`src/rtl/usr_pkg.sv`:
```
// Shared encodings for the USR command sequencer: USR MODE values, FSM states, default sizes.
// READ reuses the MODE_HOLD code, so cmd_op and usr_mode share one encoding.
package usr_pkg;

    localparam int USR_WIDTH = 4;
    localparam int USR_CNT_W = 3;

    localparam logic [1:0] MODE_HOLD = 2'b00;
    localparam logic [1:0] MODE_SHR  = 2'b01;
    localparam logic [1:0] MODE_SHL  = 2'b10;
    localparam logic [1:0] MODE_LOAD = 2'b11;

    typedef enum logic [1:0] {
        ST_IDLE    = 2'd0,
        ST_RUN     = 2'd1,
        ST_CAPTURE = 2'd2
    } state_t;

endpackage

```
`src/rtl/usr_ctrl.sv`:
```
// Sequences one LOAD/SHR/SHL/READ command into USR MODE/DATAIN pins, then samples DATAOUT.
// Response 2+N cycles after accept (N mode cycles); one command at a time, no response backpressure.
module usr_ctrl
    import usr_pkg::*;
#(
    parameter int WIDTH = USR_WIDTH,
    parameter int CNT_W = USR_CNT_W
) (
    input  logic             clock,
    input  logic             reset,
    input  logic             cmd_valid,
    output logic             cmd_ready,
    input  logic [1:0]       cmd_op,
    input  logic [WIDTH-1:0] cmd_data,
    input  logic             cmd_fill,
    input  logic [CNT_W-1:0] cmd_count,
    output logic [1:0]       usr_mode,
    output logic [WIDTH-1:0] usr_datain,
    input  logic [WIDTH-1:0] usr_q,
    output logic             busy,
    output logic             rsp_valid,
    output logic [WIDTH-1:0] rsp_data
);

    state_t           state;
    state_t           state_d;
    logic [1:0]       mode_d;
    logic [WIDTH-1:0] datain_d;
    logic [CNT_W-1:0] rem;
    logic [CNT_W-1:0] rem_d;
    logic             rsp_valid_d;
    logic [WIDTH-1:0] rsp_data_d;
    logic [WIDTH-1:0] fill_word;

    // The USR takes its serial-in bit from DATAIN[0].
    assign fill_word = {{(WIDTH-1){1'b0}}, cmd_fill};

    assign cmd_ready = (state == ST_IDLE);
    assign busy      = (state != ST_IDLE);

    always_comb begin
        state_d     = state;
        mode_d      = usr_mode;
        datain_d    = usr_datain;
        rem_d       = rem;
        rsp_valid_d = 1'b0;
        rsp_data_d  = rsp_data;

        case (state)
            ST_IDLE: begin
                if (cmd_valid) begin
                    if (cmd_op == MODE_LOAD) begin
                        mode_d   = MODE_LOAD;
                        datain_d = cmd_data;
                        rem_d    = '0;
                        state_d  = ST_RUN;
                    end else if (cmd_op != MODE_HOLD && cmd_count != '0) begin
                        mode_d   = cmd_op;
                        datain_d = fill_word;
                        rem_d    = cmd_count - CNT_W'(1);
                        state_d  = ST_RUN;
                    end else begin
                        // READ and zero-count shifts never touch the USR.
                        state_d  = ST_CAPTURE;
                    end
                end
            end

            ST_RUN: begin
                if (rem == '0) begin
                    mode_d   = MODE_HOLD;
                    datain_d = '0;
                    state_d  = ST_CAPTURE;
                end else begin
                    rem_d    = rem - CNT_W'(1);
                end
            end

            ST_CAPTURE: begin
                rsp_data_d  = usr_q;
                rsp_valid_d = 1'b1;
                state_d     = ST_IDLE;
            end

            default: begin
                mode_d   = MODE_HOLD;
                datain_d = '0;
                rem_d    = '0;
                state_d  = ST_IDLE;
            end
        endcase
    end

    always_ff @(posedge clock) begin
        if (reset) begin
            state      <= ST_IDLE;
            usr_mode   <= MODE_HOLD;
            usr_datain <= '0;
            rem        <= '0;
            rsp_valid  <= 1'b0;
            rsp_data   <= '0;
        end else begin
            state      <= state_d;
            usr_mode   <= mode_d;
            usr_datain <= datain_d;
            rem        <= rem_d;
            rsp_valid  <= rsp_valid_d;
            rsp_data   <= rsp_data_d;
        end
    end

endmodule

```
`config.mk`:
```
export PLATFORM = sky130hd
export DESIGN_NAME = usr_ctrl
export DESIGN_NICKNAME = d
export VERILOG_FILES = /design/src/rtl/usr_pkg.sv /design/src/rtl/usr_ctrl.sv
export SDC_FILE = /design/constraint.sdc
export NUM_CORES = 1
export LEC_CHECK = 0
export ABC_AREA = 1
export ABC_CLOCK_PERIOD_IN_PS = 1300
export BUFFER_PORTS_ARGS = -buffer_cell sky130_fd_sc_hd__buf_2
export CAP_MARGIN = 40
export CORE_ASPECT_RATIO = 1.1
export CORE_UTILIZATION = 45
export DETAILED_ROUTE_END_ITERATION = 8
export PLACE_DENSITY = 0.73
export SKIP_CTS_REPAIR_TIMING = 1
export SKIP_LAST_GASP = 1
export SLEW_MARGIN = 20
export SYNTH_ARGS = -nofsm -noshare
export SYNTH_HDL_FRONTEND = slang
export SYNTH_SLANG_ARGS = --single-unit
```
`constraint.sdc`:
```
create_clock -name clock -period 1.3 [get_ports clock]
set_input_delay 0.13 -clock clock [delete_from_list [all_inputs] [get_ports clock]]
set_output_delay 0.13 -clock clock [all_outputs]
set_load 0.01 [all_outputs]
```
---- Word-level counts from Yosys, hierarchy flattened ----
Index checks and enable logic that the tools add are counted.
storage, ports and cells
  flip-flop bits (word level) ............. 16
  input bits .............................. 17
  output and inout bits ................... 13
  logic and storage cells ................. 46
operators by class
  add/sub/neg operators ................... 2
  equality and inequality tests ........... 7
  multiplexer cells ....................... 21
  bitwise gates (word level) .............. 1
  reductions and logical operators ........ 9
operators by type and width
  kind                                                  count
  two-way mux 2 bit                                     8
  two-way mux 4 bit                                     4
  two-way mux 3 bit                                     4
  one-hot mux 4 bit (3 select lines)                    1
  one-hot mux 3 bit (3 select lines)                    1
  AND reduction 4 bit                                   2
  != test 2 bit (second input constant)                 3
  one-hot mux 2 bit (3 select lines)                    1
  subtractor 3 x 1 -> 3 bit (second input constant)     2
  equality test 2 bit (second input constant)           2
  one-hot mux 2 bit (2 select lines)                    1
  nonzero test 2 bit                                    2
  logical NOT 3 bit                                     1
  != test 3 x 1 -> 1 bit (second input constant)        1
  nonzero test 3 bit                                    1
  equality test 2 x 1 -> 1 bit (second input constant)  1
  logical NOT 2 bit                                     1
  AND reduction 2 bit                                   1
  logical AND 1 bit                                     1
  two-way mux 1 bit                                     1
  inverter 1 bit                                        1

---- Depth between registers and ports, before layout ----
Gate-level depths: netlist of run 1.
  depth in word-level cells ............... 6
  mapped depth ............................ 9
  gate-level depth less buffers ........... 9

---- Least setup slack after synthesis of run 1 ----
No wires, ideal clock.
  path kind ............................... register to register
  start ................................... reg rem[0]
  end ..................................... reg usr_datain[0]
  library setup time ...................... 0.115 ns
  arrival time ............................ 1.077 ns
  data required time ...................... 1.185 ns
  setup slack ............................. 0.108 ns
  cell stages (with the launch flop) ...... 10
  buffers on the path ..................... 0
  clock period less this slack ............ 1.192 ns
  cell sequence ........................... dfxtp_1 > inv_1 > ha_1 > inv_1 > nor2_1 > nor2_1 > nor2_4 > nand3_1 > nand2_1 > nor2_1
between the ends
  longest elaborated chain between the ends .. 3
RTL lines
  element                               line             text
  from (decl)                           usr_ctrl.sv:29   logic [CNT_W-1:0] rem;
  from (signal assigned)                usr_ctrl.sv:106  rem <= rem_d;
  logical NOT 3 bit                     usr_ctrl.sv:70   if (rem == '0) begin
  != test 2 bit (no source line)        n/a
  AND reduction 4 bit (no source line)  n/a
  to (signal assigned)                  usr_ctrl.sv:105  usr_datain <= datain_d;
  to (decl)                             usr_ctrl.sv:18   output logic [WIDTH-1:0] usr_datain,
Every way passes these cells.
A chain may end at the register's enable or synchronous reset.

---- Worst setup path after layout of run 1 ----
  start ................................... reg rem[1]
  end ..................................... reg usr_datain[2]
The elaborated chain is that of the path after synthesis.

==> results of run 1 <==
## power by group through the flow
stage	sequential, mW	combinational [mW]	clock, mW
after floorplan	0.605	0.277	0
after global placement	0.589	0.430	0
after detailed placement	0.591	0.437	0
after CTS	0.580	0.439	0.337
after global routing	0.597	0.582	0.360
final	0.588	0.520	0.327
## state kept, by name, summed over array words and instances (netlist names)
| signal | flops |
|---|---|
| rsp_valid | 1 |
| usr_datain | 4 |
| rem | 3 |
| rsp_data | 4 |
| usr_mode | 2 |
| state | 2 |
## worst paths after layout
path | from | slack, ps | cells past startpoint | to
setup / recovery | rem[1] | 40 | 9 | usr_datain[2]
hold / removal | reset | 60 | 2 | usr_mode[1]
setup reg to reg | rem[1] | 40 | 9 | usr_datain[2]
hold reg to reg | usr_mode[0] | 460 | 2 | usr_mode[0]
## metrics by stage
step                hold slack, ps  cell area [sq um]
finish                        61.2               1170
floorplan                      199                853
global route                  53.7               1170
CTS                           54.6               1080
global placement               353               1040
detailed placement             368               1040
## routing by layer
metal | vias up | global-route usage (%)
li1 | 455 | -
met5 | - | 0
met1 | 390 | 21.2
met4 | 0 | 7.50
met2 | 18 | 37.3
met3 | 2 | 4.15
## worst max-delay path: stages (launching register included)
cell	delay (ps)
dfxtp_1	320
inv_2	70
ha_4	130
inv_2	40
nor2_4	140
nor2_4	80
nor2_4	180
nand3_2	100
nand2_2	70
nor2_2	40
## layout by cell type (no fill, tap or decap), types with 4 or more instances in the layout
cell type | synthesis | final
o21ai_0 | 6 | 5
nand2_1 | 23 | 22
nor2_4 | 2 | 5
buf_4 | 0 | 6
buf_2 | 1 | 29
nor2_1 | 23 | 20
a21oi_1 | 8 | 7
dfxtp_1 | 16 | 13
inv_2 | 1 | 4
inv_1 | 17 | 14
nand3_2 | 1 | 4
## cell type report
| cell class | count | area share, % |
|---|---|---|
| clock buffer | 4 | 3.11 |
| inverter | 18 | 5.79 |
| multi-input combinational | 86 | 45.1 |
| sequential | 16 | 27.8 |
| tap | 18 | 1.93 |
| timing repair buffer | 35 | 16.3 |
## kinds of logic (layout without fill, tap and decap cells)
kind of cell             count (synthesis)  after routing
AND/OR/NAND/NOR                         62             63
XOR/XNOR                                 2              2
AO/OA/AOI/OAI                           17             17
flip-flops                              16             16
buffers and inverters                   20             57
adder cells (fa/ha/maj)                  4              4
==> metrics.txt, run 1 <==
Rel. slew slack=78.3%; DRC=2; min-delay worst type=input pin to flip-flop; metal3 WL=67 um; all-layer global routing usage=19.4%; fin crit share=97.3%; initial antenna violation count=0; Multi-input gate area=527 sq um; list of most frequent post-synthesis cells=nand2_1 (23), nor2_1 (23), inv_1 (17), dfxtp_1 (16), a21oi_1 (8); Crit path required time=1490 ps; Layout Skew=4.44 ps; 1st-pass router iterations=6; htree depth=1; post-synthesis mux area share=0%; failing checks=design-rule violations; Net Count, Synth=142; I/O Pins=30; Synth Area in Adders=5.87%; Routed Wire Length=1900 um; total power=1.43 mW; Die W=43.5 um; global-route wire length before repair=2950 um; HPWL after DPL=1410 um; largest family of logic cells by synthesized area=simple AND/OR/NAND/NOR gates; Max IR drop VDD=0.819 mV; post-route ant nets=0; Final Util=65.5%; Cells after Synth=121; Longest Clk Path Bufs=2; clock-pin transition on the worst setup and hold timing paths=100 ps; core region area=1780 sq um; die height=47.7 um; Final Max Tran Viols=0; DP Cell Count=171; share of cells above drive strength 1=40.9%; DR iter-0 viols=10; Worst Setup Start Kind=flip-flop; Routability Congestion=0.805; vias in the first global route=739; Netlist cell types=21; GR Overflow Total=0; crit path DAT=1450 ps; final setup margin=35.7 ps; worst-skew pair later-pin latency=280 ps; Worst-Margin Slew=325 ps; die area=2070 sq um; row count=16; Pwr per Cell Area=1230 nW/um^2; largest cells by area after synthesis=dfxtp_1 (38%), nand2_1 (10%), nor2_1 (10%); pre-CTS setup slack=-31.4 ps; Sw Pwr=495 uW; I/O Buffers=29; CTS tree=yes; Top Layer Used=met4; Crit. End Element=flip-flop; total length of routed met2 wires=1040 um; Ys Warns=0; Reg area=324 sq um; ys flop type=dfxtp_1; status=finished, violations left; Final Non-Filler Cells=177; synthesis-stage register bit count=16; Nets=181; EDFF count, synth=0; XOR/XNOR Fraction of Synth Area=2.05%; wire length on met1=782 um; fin crit period=1260 ps; Pint=940 uW; routed len/inst=10.7 um; antenna cells=0; Clk pwr share=22.8%; crit-path max FO=5; mapped cell area=853 sq um; sequential area share after synthesis=37.5%; DR vias/cell=4.89; fmax=0.791 GHz; number of buffers created by CTS=3; post-synthesis compound-gate area fraction=10.7%; filler cell count=165; clk sink count=16; Synth async-reset ratio=0%; area leader, netlist=dfxtp_1; Setup violations, final=0; pin count of the biggest net entering global routing=13; RSZ-0062 raised after global routing=true; Pleak=0.621 nW; total number of vias=865; Root Driver=clkbuf_4; Crit Path Class=flip-flop to flip-flop; starting density of the core=47.9%; sequential share of power=41.0%; Synth Area in Simple Gates=34.0%; final hold violation count=0; Layout area overhead=36.8%; Logic pwr share=36.2%; switching portion of total power=34.5%; post-synth top area share=37.5%; Synth Area per Inst=7.05 sq um; max-cap violations=0; setup TNS=0 ps
Power figures use the tool's default switching activity.
==> inputs of run 2 (changes only) <==
--- a/config.mk
+++ b/config.mk
@@ -6,11 +6,11 @@
 export NUM_CORES = 1
 export LEC_CHECK = 0
 export ABC_AREA = 1
-export ABC_CLOCK_PERIOD_IN_PS = 1300
 export BUFFER_PORTS_ARGS = -buffer_cell sky130_fd_sc_hd__buf_2
 export CAP_MARGIN = 40
 export CORE_ASPECT_RATIO = 1.1
 export CORE_UTILIZATION = 45
+export CTS_BUF_LIST = sky130_fd_sc_hd__clkbuf_16
 export DETAILED_ROUTE_END_ITERATION = 8
 export PLACE_DENSITY = 0.73
 export SKIP_CTS_REPAIR_TIMING = 1
==> metrics.txt, run 2 (synthesis gave the netlist of run 1 again) <==
Nets=180; Root Driver=clkbuf_16; I/O Buffers=29; htree depth=1; pin count of the biggest net entering global routing=13; crit-path max FO=5; GR Overflow Total=0; Worst Setup Start Kind=flip-flop; Crit path required time=1440 ps; total length of routed met2 wires=1100 um; die area=2070 sq um; fin crit share=96.6%; post-route ant nets=0; DR vias/cell=4.92; clock-pin transition on the worst setup and hold timing paths=50 ps; most frequent cells in the layout=buf_2 (29), nand2_1 (22), nor2_1 (21); Crit. End Element=flip-flop; clk sink count=16; failing checks=design-rule violations; max-cap violations=0; Clk pwr share=35.4%; core region area=1780 sq um; DRC=1; Pint=1.17 mW; number of buffers created by CTS=3; Reg area=324 sq um; Max IR drop VDD=1.17 mV; all-layer global routing usage=19.4%; Pwr per Cell Area=1430 nW/um^2; sequential share of power=34.9%; global-route wire length before repair=2900 um; pre-CTS setup slack=-31.4 ps; fmax=0.796 GHz; 1st-pass router iterations=6; Routed Wire Length=2000 um; HPWL after DPL=1410 um; wire length on met1=797 um; Rel. slew slack=79.4%; Layout Skew=2.61 ps; starting density of the core=47.9%; CTS tree=yes; CP most frequent cell=nor2_4; min-delay worst type=input pin to flip-flop; CP Cell Sequence=inv_2, ha_2, inv_2, nor2_4, nor2_4, nor2_4, nand3_1, nand2_1, nor2_1; Layout area overhead=39.3%; final hold violation count=0; row count=16; Worst-Margin Slew=309 ps; Hold Crit Start=reset; fin crit period=1260 ps; most common cell after layout, fill and taps aside=buf_2; Final Max Tran Viols=0; total number of vias=866; Reg-to-Reg Start=rem[0]; initial antenna violation count=0; worst-skew pair later-pin latency=250 ps; R2R Setup Slk=40 ps; final setup margin=43.9 ps; hold path depth=2; hold endpoint=usr_mode[1]; DP Cell Count=171; routed len/inst=11.4 um; Largest regs=rsp_data: 4 flops, usr_datain: 4 flops, rem: 3 flops; switching portion of total power=31.1%; worst reg2reg endpoint=usr_datain[1]; Routability Congestion=0.805; Critical Path Max Stage Delay=320 ps; I/O Pins=30; filler cell count=159; Setup violations, final=0; status=finished, violations left; Multi-input gate area=513 sq um; Die W=43.5 um; Final Non-Filler Cells=176; Pleak=0.631 nW; RSZ-0062 raised after global routing=true; R2R depth=9; Final Util=66.7%; vias in the first global route=720; Longest Clk Path Bufs=2; Slowest-stage cell, CP=dfxtp_2; crit path DAT=1400 ps; DR iter-0 viols=12; metal3 WL=83 um; Logic pwr share=29.7%; Top Layer Used=met4; die height=47.7 um; Crit Path Class=flip-flop to flip-flop; share of cells above drive strength 1=38.6%; Sw Pwr=529 uW; antenna cells=0
-- run 2: worst max-delay path, delay by kind of cell, from the launching register on --
family / cells / cell delay (ps)
fa+ha+maj: 1 / 170
flops: 1 / 320
buf+inv: 2 / 90
simple gates: 6 / 570
-- run 2: cell type report --
class                           instances  area share, %
Multi-Input combinational cell         86           43.2
Sequential cell                        16           27.3
Timing Repair Buffer                   34           15.4
Clock buffer                            3           6.32
Inverter                               18           5.68
Tap cell                               18           1.89
Clock inverter                          1          0.316
-- run 2: power groups by stage --
stage,clock network (mW),registers (mW),logic [mW]
floorplan,0,0.605,0.277
global placement,0,0.589,0.430
detailed placement,0,0.591,0.437
CTS,0.612,0.582,0.441
global route,0.634,0.600,0.565
finish,0.602,0.593,0.505
-- run 2: metrics by stage --
step                      hold slack [ps]  area [sq um]  total power, mW  TNS, ps
after floorplan                       199           853            0.882        0
after global placement                353          1040             1.02    -4.22
after detailed placement              368          1040             1.03    -73.0
after CTS                             109          1120             1.63     -113
after global routing                  118          1190             1.80    -87.6
final                                 112          1190             1.70        0
-- run 2: metal layers --
layer / global-route usage, % / vias up
met4: 5.63 / 0
met3: 6.42 / 4
met2: 37.0 / 19
met5: 0 / -
li1: - / 454
met1: 21.0 / 389
-- run 2: worst max-delay path by stage --
stage / startpoint / endpoint / slack, ps / cells past startpoint
CTS: rem[0] / usr_datain[0] / -40 / 9
detailed placement: rem[0] / usr_datain[0] / -30 / 9
global route: rem[0] / usr_datain[1] / -30 / 9
finish: rem[0] / usr_datain[1] / 40 / 9
global placement: rem[0] / usr_datain[0] / -4 / 9
floorplan: rem[0] / usr_datain[0] / 110 / 9
